`config.mk`:
```
export PLATFORM = sky130hd
export DESIGN_NAME = pconv_ctrl
export DESIGN_NICKNAME = d
export VERILOG_FILES = /design/src/rtl/pconv_ctrl.sv
export SDC_FILE = /design/constraint.sdc
export NUM_CORES = 1
export LEC_CHECK = 0
export CORE_MARGIN = 4
export CORE_UTILIZATION = 43
export CTS_BUF_LIST = sky130_fd_sc_hd__clkbuf_8 sky130_fd_sc_hd__clkbuf_16
export DETAILED_ROUTE_END_ITERATION = 8
export GPL_TIMING_DRIVEN = 0
export PLACE_DENSITY = 0.8
export SETUP_SLACK_MARGIN = 0.05
export SLEW_MARGIN = 0
export SYNTH_ARGS = -nofsm -noshare
export SYNTH_HDL_FRONTEND = slang
export SYNTH_SLANG_ARGS = --single-unit
```
`constraint.sdc`:
```
create_clock -name clk -period 2.7 [get_ports clk]
set_input_delay 0.54 -clock clk [delete_from_list [all_inputs] [get_ports clk]]
set_output_delay 0.54 -clock clk [all_outputs]
set_load 0.03 [all_outputs]
```
`src/rtl/pconv_ctrl.sv`:
```
// -----------------------------------------------------------------------------
// pconv_ctrl
//   Sequencer for one pointwise (1x1) convolution unit. For every pixel of an
//   INPUT_SIZE x INPUT_SIZE map, and for every output channel of that pixel, it:
//     - fetches the channel vector, the weight vector, the bias and the shift
//       from synchronous memories;
//     - drives the convolution unit;
//     - writes the unit result to the output feature buffer.
//   Output channel is the inner loop and pixel is the outer loop, so output
//   buffer addresses are strictly ascending.
//
// Ports
//   clk, rst_n      clock (rising edge) and asynchronous active-low reset
//   start           layer launch, sampled only while idle
//   busy            high from the cycle after start is accepted until done
//   done            single-cycle pulse after the last result is written
//   pix_addr        input map RAM address (pixel index)
//   pix_din         input map RAM data, one-cycle read latency
//   w_addr          weight/bias/shift ROM address (output channel)
//   w_din           weight ROM data, one-cycle read latency
//   bias_din        bias ROM data, one-cycle read latency
//   shift_din       shift ROM data, one-cycle read latency
//   u_ce            unit clock enable
//   u_input_vld     unit operand strobe (one cycle per result)
//   u_input_din     registered pixel vector to the unit
//   u_weight_din    registered weight vector to the unit
//   u_bias          registered bias to the unit
//   u_shift         registered shift to the unit
//   u_dout          unit result
//   u_dout_vld      unit result valid
//   out_we          output buffer write strobe (single-cycle pulse)
//   out_addr        output buffer address, pix*OUTPUT_CHANNEL + oc
//   out_data        unit result captured for the write
// -----------------------------------------------------------------------------
module pconv_ctrl #(
  parameter int N              = 16,
  parameter int INPUT_CHANNEL  = 3,
  parameter int OUTPUT_CHANNEL = 8,
  parameter int INPUT_SIZE     = 28,
  localparam int PIX = INPUT_SIZE * INPUT_SIZE,
  localparam int PA  = (PIX > 1) ? $clog2(PIX) : 1,
  localparam int WA  = (OUTPUT_CHANNEL > 1) ? $clog2(OUTPUT_CHANNEL) : 1,
  localparam int OA  = ((PIX * OUTPUT_CHANNEL) > 1) ? $clog2(PIX * OUTPUT_CHANNEL) : 1
) (
  input  logic                       clk,
  input  logic                       rst_n,
  input  logic                       start,
  output logic                       busy,
  output logic                       done,
  output logic [PA-1:0]              pix_addr,
  input  logic [INPUT_CHANNEL*N-1:0] pix_din,
  output logic [WA-1:0]              w_addr,
  input  logic [INPUT_CHANNEL*N-1:0] w_din,
  input  logic [31:0]                bias_din,
  input  logic [4:0]                 shift_din,
  output logic                       u_ce,
  output logic                       u_input_vld,
  output logic [INPUT_CHANNEL*N-1:0] u_input_din,
  output logic [INPUT_CHANNEL*N-1:0] u_weight_din,
  output logic [31:0]                u_bias,
  output logic [4:0]                 u_shift,
  input  logic [N-1:0]               u_dout,
  input  logic                       u_dout_vld,
  output logic                       out_we,
  output logic [OA-1:0]              out_addr,
  output logic [N-1:0]               out_data
);

  localparam logic [PA-1:0] LAST_PIX = PA'(PIX - 1);
  localparam logic [WA-1:0] LAST_OC  = WA'(OUTPUT_CHANNEL - 1);

  typedef enum logic [2:0] {
    S_IDLE  = 3'd0,
    S_FETCH = 3'd1,
    S_LOAD  = 3'd2,
    S_ISSUE = 3'd3,
    S_WAIT  = 3'd4,
    S_WRITE = 3'd5,
    S_DONE  = 3'd6
  } state_t;

  state_t r_state;
  state_t w_state_next;

  // Loop counters and the running output index.
  logic [PA-1:0] r_pix;
  logic [WA-1:0] r_oc;
  logic [OA-1:0] r_out_idx;

  // Counter values after the WRITE of the current result.
  logic [PA-1:0] w_pix_upd;
  logic [WA-1:0] w_oc_upd;
  logic          w_last;

  // Registered outputs.
  logic          r_busy;
  logic          r_done;
  logic          r_u_ce;
  logic          r_u_input_vld;
  logic          r_out_we;
  logic [PA-1:0] r_pix_addr;
  logic [WA-1:0] r_w_addr;
  logic [31:0]   r_u_bias;
  logic [4:0]    r_u_shift;
  logic [OA-1:0] r_out_addr;
  logic [N-1:0]  r_out_data;

  assign w_last = (r_pix == LAST_PIX) && (r_oc == LAST_OC);

  // ---------------------------------------------------------------------------
  // Next-state logic
  // ---------------------------------------------------------------------------
  always_comb begin
    w_state_next = r_state;
    case (r_state)
      S_IDLE:  if (start) w_state_next = S_FETCH;
      S_FETCH: w_state_next = S_LOAD;
      S_LOAD:  w_state_next = S_ISSUE;
      S_ISSUE: w_state_next = S_WAIT;
      S_WAIT:  if (u_dout_vld) w_state_next = S_WRITE;
      S_WRITE: w_state_next = w_last ? S_DONE : S_FETCH;
      S_DONE:  w_state_next = S_IDLE;
      default: w_state_next = S_IDLE;
    endcase
  end

  // Output channel is the inner loop; both counters wrap to 0 after the last
  // result so the next layer starts from the origin without extra clearing.
  always_comb begin
    w_pix_upd = r_pix;
    w_oc_upd  = r_oc;
    if (r_oc == LAST_OC) begin
      w_oc_upd  = '0;
      w_pix_upd = w_last ? '0 : r_pix + PA'(1);
    end else begin
      w_oc_upd  = r_oc + WA'(1);
    end
  end

  // ---------------------------------------------------------------------------
  // State register and control outputs
  // ---------------------------------------------------------------------------
  // Control outputs are decoded from the next state and registered, so they
  // line up with r_state and never glitch on state-encoding transitions.
  always_ff @(posedge clk or negedge rst_n) begin
    if (!rst_n) begin
      r_state       <= S_IDLE;
      r_busy        <= 1'b0;
      r_done        <= 1'b0;
      r_u_ce        <= 1'b0;
      r_u_input_vld <= 1'b0;
      r_out_we      <= 1'b0;
    end else begin
      r_state       <= w_state_next;
      r_busy        <= (w_state_next != S_IDLE);
      r_done        <= (w_state_next == S_DONE);
      r_u_ce        <= (w_state_next != S_IDLE) && (w_state_next != S_DONE);
      r_u_input_vld <= (w_state_next == S_ISSUE);
      r_out_we      <= (w_state_next == S_WRITE);
    end
  end

  // ---------------------------------------------------------------------------
  // Counters, memory addresses and write-back registers
  // ---------------------------------------------------------------------------
  always_ff @(posedge clk or negedge rst_n) begin
    if (!rst_n) begin
      r_pix      <= '0;
      r_oc       <= '0;
      r_out_idx  <= '0;
      r_pix_addr <= '0;
      r_w_addr   <= '0;
      r_u_bias   <= '0;
      r_u_shift  <= '0;
      r_out_addr <= '0;
      r_out_data <= '0;
    end else begin
      // Addresses are presented during FETCH and then held, so the memories
      // may be read on either FETCH or LOAD without a change of address.
      if (w_state_next == S_FETCH) begin
        r_pix_addr <= (r_state == S_WRITE) ? w_pix_upd : r_pix;
        r_w_addr   <= (r_state == S_WRITE) ? w_oc_upd  : r_oc;
      end

      if (r_state == S_LOAD) begin
        r_u_bias  <= bias_din;
        r_u_shift <= shift_din;
      end

      // r_out_idx steps once per result in the same oc-inner/pix-outer order,
      // so it always equals pix*OUTPUT_CHANNEL + oc without a multiplier.
      if ((r_state == S_WAIT) && u_dout_vld) begin
        r_out_data <= u_dout;
        r_out_addr <= r_out_idx;
      end

      if (r_state == S_WRITE) begin
        r_pix     <= w_pix_upd;
        r_oc      <= w_oc_upd;
        r_out_idx <= w_last ? '0 : r_out_idx + OA'(1);
      end
    end
  end

  // ---------------------------------------------------------------------------
  // Per-lane operand registers
  // ---------------------------------------------------------------------------
  // Lanes are latched during LOAD, the cycle in which the one-cycle-latency
  // memories return data for the address set up in FETCH.
  genvar gi;
  generate
    for (gi = 0; gi < INPUT_CHANNEL; gi++) begin : g_lane
      logic [N-1:0] r_in_lane;
      logic [N-1:0] r_wt_lane;

      always_ff @(posedge clk or negedge rst_n) begin
        if (!rst_n) begin
          r_in_lane <= '0;
          r_wt_lane <= '0;
        end else if (r_state == S_LOAD) begin
          r_in_lane <= pix_din[gi*N +: N];
          r_wt_lane <= w_din[gi*N +: N];
        end
      end

      assign u_input_din[gi*N +: N]  = r_in_lane;
      assign u_weight_din[gi*N +: N] = r_wt_lane;
    end
  endgenerate

  // ---------------------------------------------------------------------------
  // Output mapping
  // ---------------------------------------------------------------------------
  assign busy        = r_busy;
  assign done        = r_done;
  assign pix_addr    = r_pix_addr;
  assign w_addr      = r_w_addr;
  assign u_ce        = r_u_ce;
  assign u_input_vld = r_u_input_vld;
  assign u_bias      = r_u_bias;
  assign u_shift     = r_u_shift;
  assign out_we      = r_out_we;
  assign out_addr    = r_out_addr;
  assign out_data    = r_out_data;

endmodule

```
* Yosys cells after proc, flatten, opt, wreduce, memory -nomap -nowiden
Index checks and enable logic that the tools add are counted.
** Storage, ports and cells
- Logic and storage cells :: 51
- Output and inout bits :: 180
- Register bits :: 209
** Operators by class
- Equality and inequality tests :: 12
- Reduce and logical (&&, ||, !) cells :: 5
- Add/sub/neg operators :: 3
- Multiplexer cells :: 10
** Operator list (number)
- $mux W10 :: 3
- $pmux W3 S6 :: 1
- $eq A3 B3 Y1 const B :: 5
- $mux W3 :: 5
- $add A13 B1 Y13 const B :: 1
- $mux W13 :: 1
- $add A10 B1 Y10 const B :: 1
- $eq A10 B10 Y1 const B :: 1
- $eq A3 B2 Y1 const B :: 3
- $eq A3 B1 Y1 const B :: 2
- $add A3 B1 Y3 const B :: 1
- $logic_and A1 B1 Y1 :: 3
- $logic_not A3 Y1 :: 1
- $ne A3 B3 Y1 const B :: 1
- $reduce_bool A3 Y1 :: 1

* Logic depth before layout (Yosys ltp)
- Depth after elaboration :: 6
- Mapped depth :: 7
- Depth with buffers taken out :: 6

* Worst setup path after synthesis
OpenSTA, ideal clock, no wires.
- Kind :: reg2reg
- From :: reg r_pix[0]
- To :: reg r_pix_addr[0] (netlist: pix_addr[0])
- Path slack :: 0.583 ns
- Cell stages (with the launch flop) :: 8
- Path buffers :: 2
- Setup time :: 0.125 ns
- Arrival time :: 1.992 ns
- Period minus slack after synthesis :: 2.117 ns
- Data required time :: 2.575 ns
- Path through :: dfrtp_1 ha_1 nand3_1 buf_1 o311ai_2 a22oi_2 buf_6 mux2_4
** Between the ends
- Cells in the longest elaborated chain, start to end :: 5
** Ends and longest elaborated chain
- start: declaration :: line 86 : logic [PA-1:0] r_pix;
- start signal: assignment :: line 198 : r_pix <= w_pix_upd;
- branches (longest 5 deep; another with $add A10 B1 Y10)
- end signal: assignment :: line 181 : r_pix_addr <= (r_state == S_WRITE) ? w_pix_upd : r_pix;
- end: declaration :: line 101 : logic [PA-1:0] r_pix_addr;
Parallel ways; which one is timed is not known.
A chain may end at the register's enable or synchronous reset.

* Worst setup path in the final report
- From :: reg r_pix[0]
- To :: reg r_pix_addr[1] (netlist: pix_addr[1])
Same word-level chain as after synthesis.

==> results.ini <==
[worst_setup_path]
critical_path_class = reg2reg
startpoint_type = flip-flop
worst_ep_required_time_ns = 3.07
cp_max_fo = 10
critPathCaptureType = flip-flop
critical_path_arrival_ns = 2.74

[synthesis]
yosys.area_share.adder_pct = 0.611
synth_top_family_by_area = multiplexers
synth_xor_area_share_pct = 1.39
yosysUniqueCellTypes = 45
yosys-mux-area-fraction_pct = 24.4
syn_area_mm2 = 0.00820
yosysWarnings = 0
synth_ff_type = dfrtp_1
yosys.area_share.simple_pct = 5.28
yosys-top-cells-count = 209 x dfrtp_1, 163 x mux2_2, 24 x nand2_1, 16 x buf_2, 14 x nor2_1
synthArstFlopShare_pct = 100
postSynthCellCount = 547
synth_edf_count = 0
mappedNetlistNets = 704
synth_most_common_cell = dfrtp_1
synth_area_leaders = dfrtp_1 64%, mux2_2 22%, mux2_4 1.5%
ys_ff_latch = 209
seq_area_frac_synth_pct = 63.8
synth_compound_area_share_pct = 2.43
syn_avg_cell_area_um2 = 15.0
yosys.area.top_type = dfrtp_1
synth_top_area_share_pct = 63.8

[placement]
dpl.hpwl_mm = 16.7
gp_congestion = 0.788
place_inst = 1114
place.port_buffers = 332

[final_layout]
syn2layout_area_growth_pct = 53.6
drive_gt1_share_pct = 26.0
final_cell_count_no_fill = 1156
final_net_count = 1062

[global_routing]
grt_pass1_vias = 6073
grt_pass1_wl_mm = 35.1
grt_antenna_before_repair = 1
grt.total_usage_pct = 20.6
grt_max_degree = 115
grt.overflow.total = 0

[clocking]
numCtsBuffers = 23
clk_latency_ns = 0.49
clock_sinks = 209
hold_buffers = 0
cts_max_level = 1
clkTransAtPathRegs_ns = 0.06
postCtsSetupBuffers = 0
cts_root_buffer = clkbuf_16
clockBufferDepth = 3
post_cts_resized = 0
cts_tree = yes

[detailed_routing]
postRouteWirelength_mm = 22.0
vias = 5720
via_per_inst = 4.95
drtIter0Drc = 201
wl_per_cell_um = 19.1
drc = 0
drt_pass1_iterations = 4
ant_nets = 0

[sta]
setup_viol = 0
rsz0062_at_grt = false
fin_crit_ns = 2.36
max_freq_mhz = 423
slew_violations = 0
worst_pin_slew_ns = 0.832
post-route-period-util_pct = 87.5
relSlewSlack_pct = 43.8
hold_viol = 0
clock_skew_ns = 0.00626

[power]
total_power_mw = 16.1
p_comb_share_pct = 49.6
switching_share_pct = 37.9
power_density_mw_per_mm2 = 1280
p_leak_nw = 5.29
p_switching_mw = 6.09
p_clk_share_pct = 18.8
ir_drop_mv = 0.649
internal_power_mw = 10.0
seqPwrFrac_pct = 31.5

[run_status]
status = completed

[floorplanning]
die_x_um = 146
initial_utilization_pct = 43.8
die-area_mm2 = 0.0213
rows = 50
pin_count = 333
fp.dieH_um = 146
core_mm2 = 0.0187

[run]
maxCapViolCount = 0

[hold_path]
holdCritPathClass = in2async

==> cell type report <==
cell class                 count  area (µm²)
antenna                        1        2.50
buffer                        28         140
clock buffer                  29         658
clock inverter                12        87.6
fill                        1376        6110
inverter                       9        33.8
multi-input combinational    301        2790
sequential                   209        5230
tap                          234         293
timing repair buffer         333        3360
==> sequential cells by signal (all words and copies together), names as in the netlist <==
| register | flops |
|---|---|
| out_addr | 13 |
| u_bias | 32 |
| w_addr | 3 |
| u_ce | 1 |
| r_state | 3 |
| out_we | 1 |
| r_oc | 3 |
| g_lane.r_in_lane | 48 |
| pix_addr | 10 |
| out_data | 16 |
| u_input_vld | 1 |
| u_shift | 5 |
| r_out_idx | 13 |
| g_lane.r_wt_lane | 48 |
| busy | 1 |
| done | 1 |
| r_pix | 10 |
==> kinds of logic after synthesis <==
kind of cell	count (synthesis)
AOI/OAI and AO/OA	28
xor gates and xnor gates	13
adders and majority gates	4
buffers and inverters	37
DFF	209
muxes	175
and+or+nand+nor	81
==> worst paths after layout <==
check / from / to / slack, ns / depth (start not counted)
max: r_pix[0]$_DFF_PN0_ / pix_addr[1]$_DFFE_PN0N_ / 0.34 / 7
min in group clk: w_addr[0]$_DFFE_PN0N_ / w_addr[0]$_DFFE_PN0N_ / 0.50 / 1
min reg2reg: w_addr[0]$_DFFE_PN0N_ / w_addr[0]$_DFFE_PN0N_ / 0.50 / 1
max in group asynchronous: rst_n / g_lane[0].r_wt_lane[0]$_DFFE_PN0N_ / 1.65 / 2
max reg2reg: r_pix[0]$_DFF_PN0_ / pix_addr[1]$_DFFE_PN0N_ / 0.34 / 7
min: rst_n / u_bias[1]$_DFFE_PN0N_ / 0.05 / 1
==> per-stage QoR <==
step                      util, %  hold WS [ns]  area (µm²)  setup TNS, ns  setup WS (ns)
after floorplan                 -         0.244        8200              0          0.583
after global placement       63.2         0.482       11800       -1631.37          -7.81
after detailed placement     63.3         0.484       11800          -3.29         -0.181
after CTS                    67.3        0.0804       12600              0          0.293
after global routing         67.3         0.107       12600              0          0.129
final                        67.3        0.0549       12600              0          0.338
==> metal layers <==
metal | global-route usage, % | wire length, µm
met1 | 23.4 | 8050
met2 | 38.2 | 11900
met3 | 5.52 | 1460
met5 | 0 | 0
met4 | 5.36 | 637
==> cell usage in the layout (no fill, tap or decap), drive strengths merged, types with 2 or more instances in the layout <==
cell           netlist  routed
a21oi                8       8
nand2               24      24
or4                  2       2
mux2i                2       2
xnor2                9       9
nor4                 6       6
nor3                 8       8
buf                 20      22
nor2b                3       3
o31ai                2       2
or2                  2       2
clkdlybuf4s50        0     331
xor2                 4       4
clkbuf               8      37
o21ai                9       9
or3                  5       5
nor2                14      14
mux2               173     173
ha                   4       4
nand3                6       6
clkinv               0      10
dfrtp              209     209
inv                  9       9
nand4                4       4
==> power by group through the flow <==
| stage | clock (mW) | combinational (mW) | sequential (mW) |
|---|---|---|---|
| finish | 3.03 | 7.98 | 5.07 |
| global placement | 0 | 7.96 | 5.06 |
| floorplan | 0 | 2.24 | 7.52 |
| detailed placement | 0 | 8.06 | 5.12 |
| global route | 3.25 | 8.38 | 5.25 |
| CTS | 3.12 | 8.08 | 5.09 |
==> critical path: stages, from the launching register on <==
cell and delay, ns:
dfrtp_1 0.42, ha_1 0.24, nand3_1 0.16, buf_1 0.39, o311ai_2 0.18, a22oi_2 0.30, buf_6 0.23, mux2_4 0.31
(Power assumes the default switching activity.)
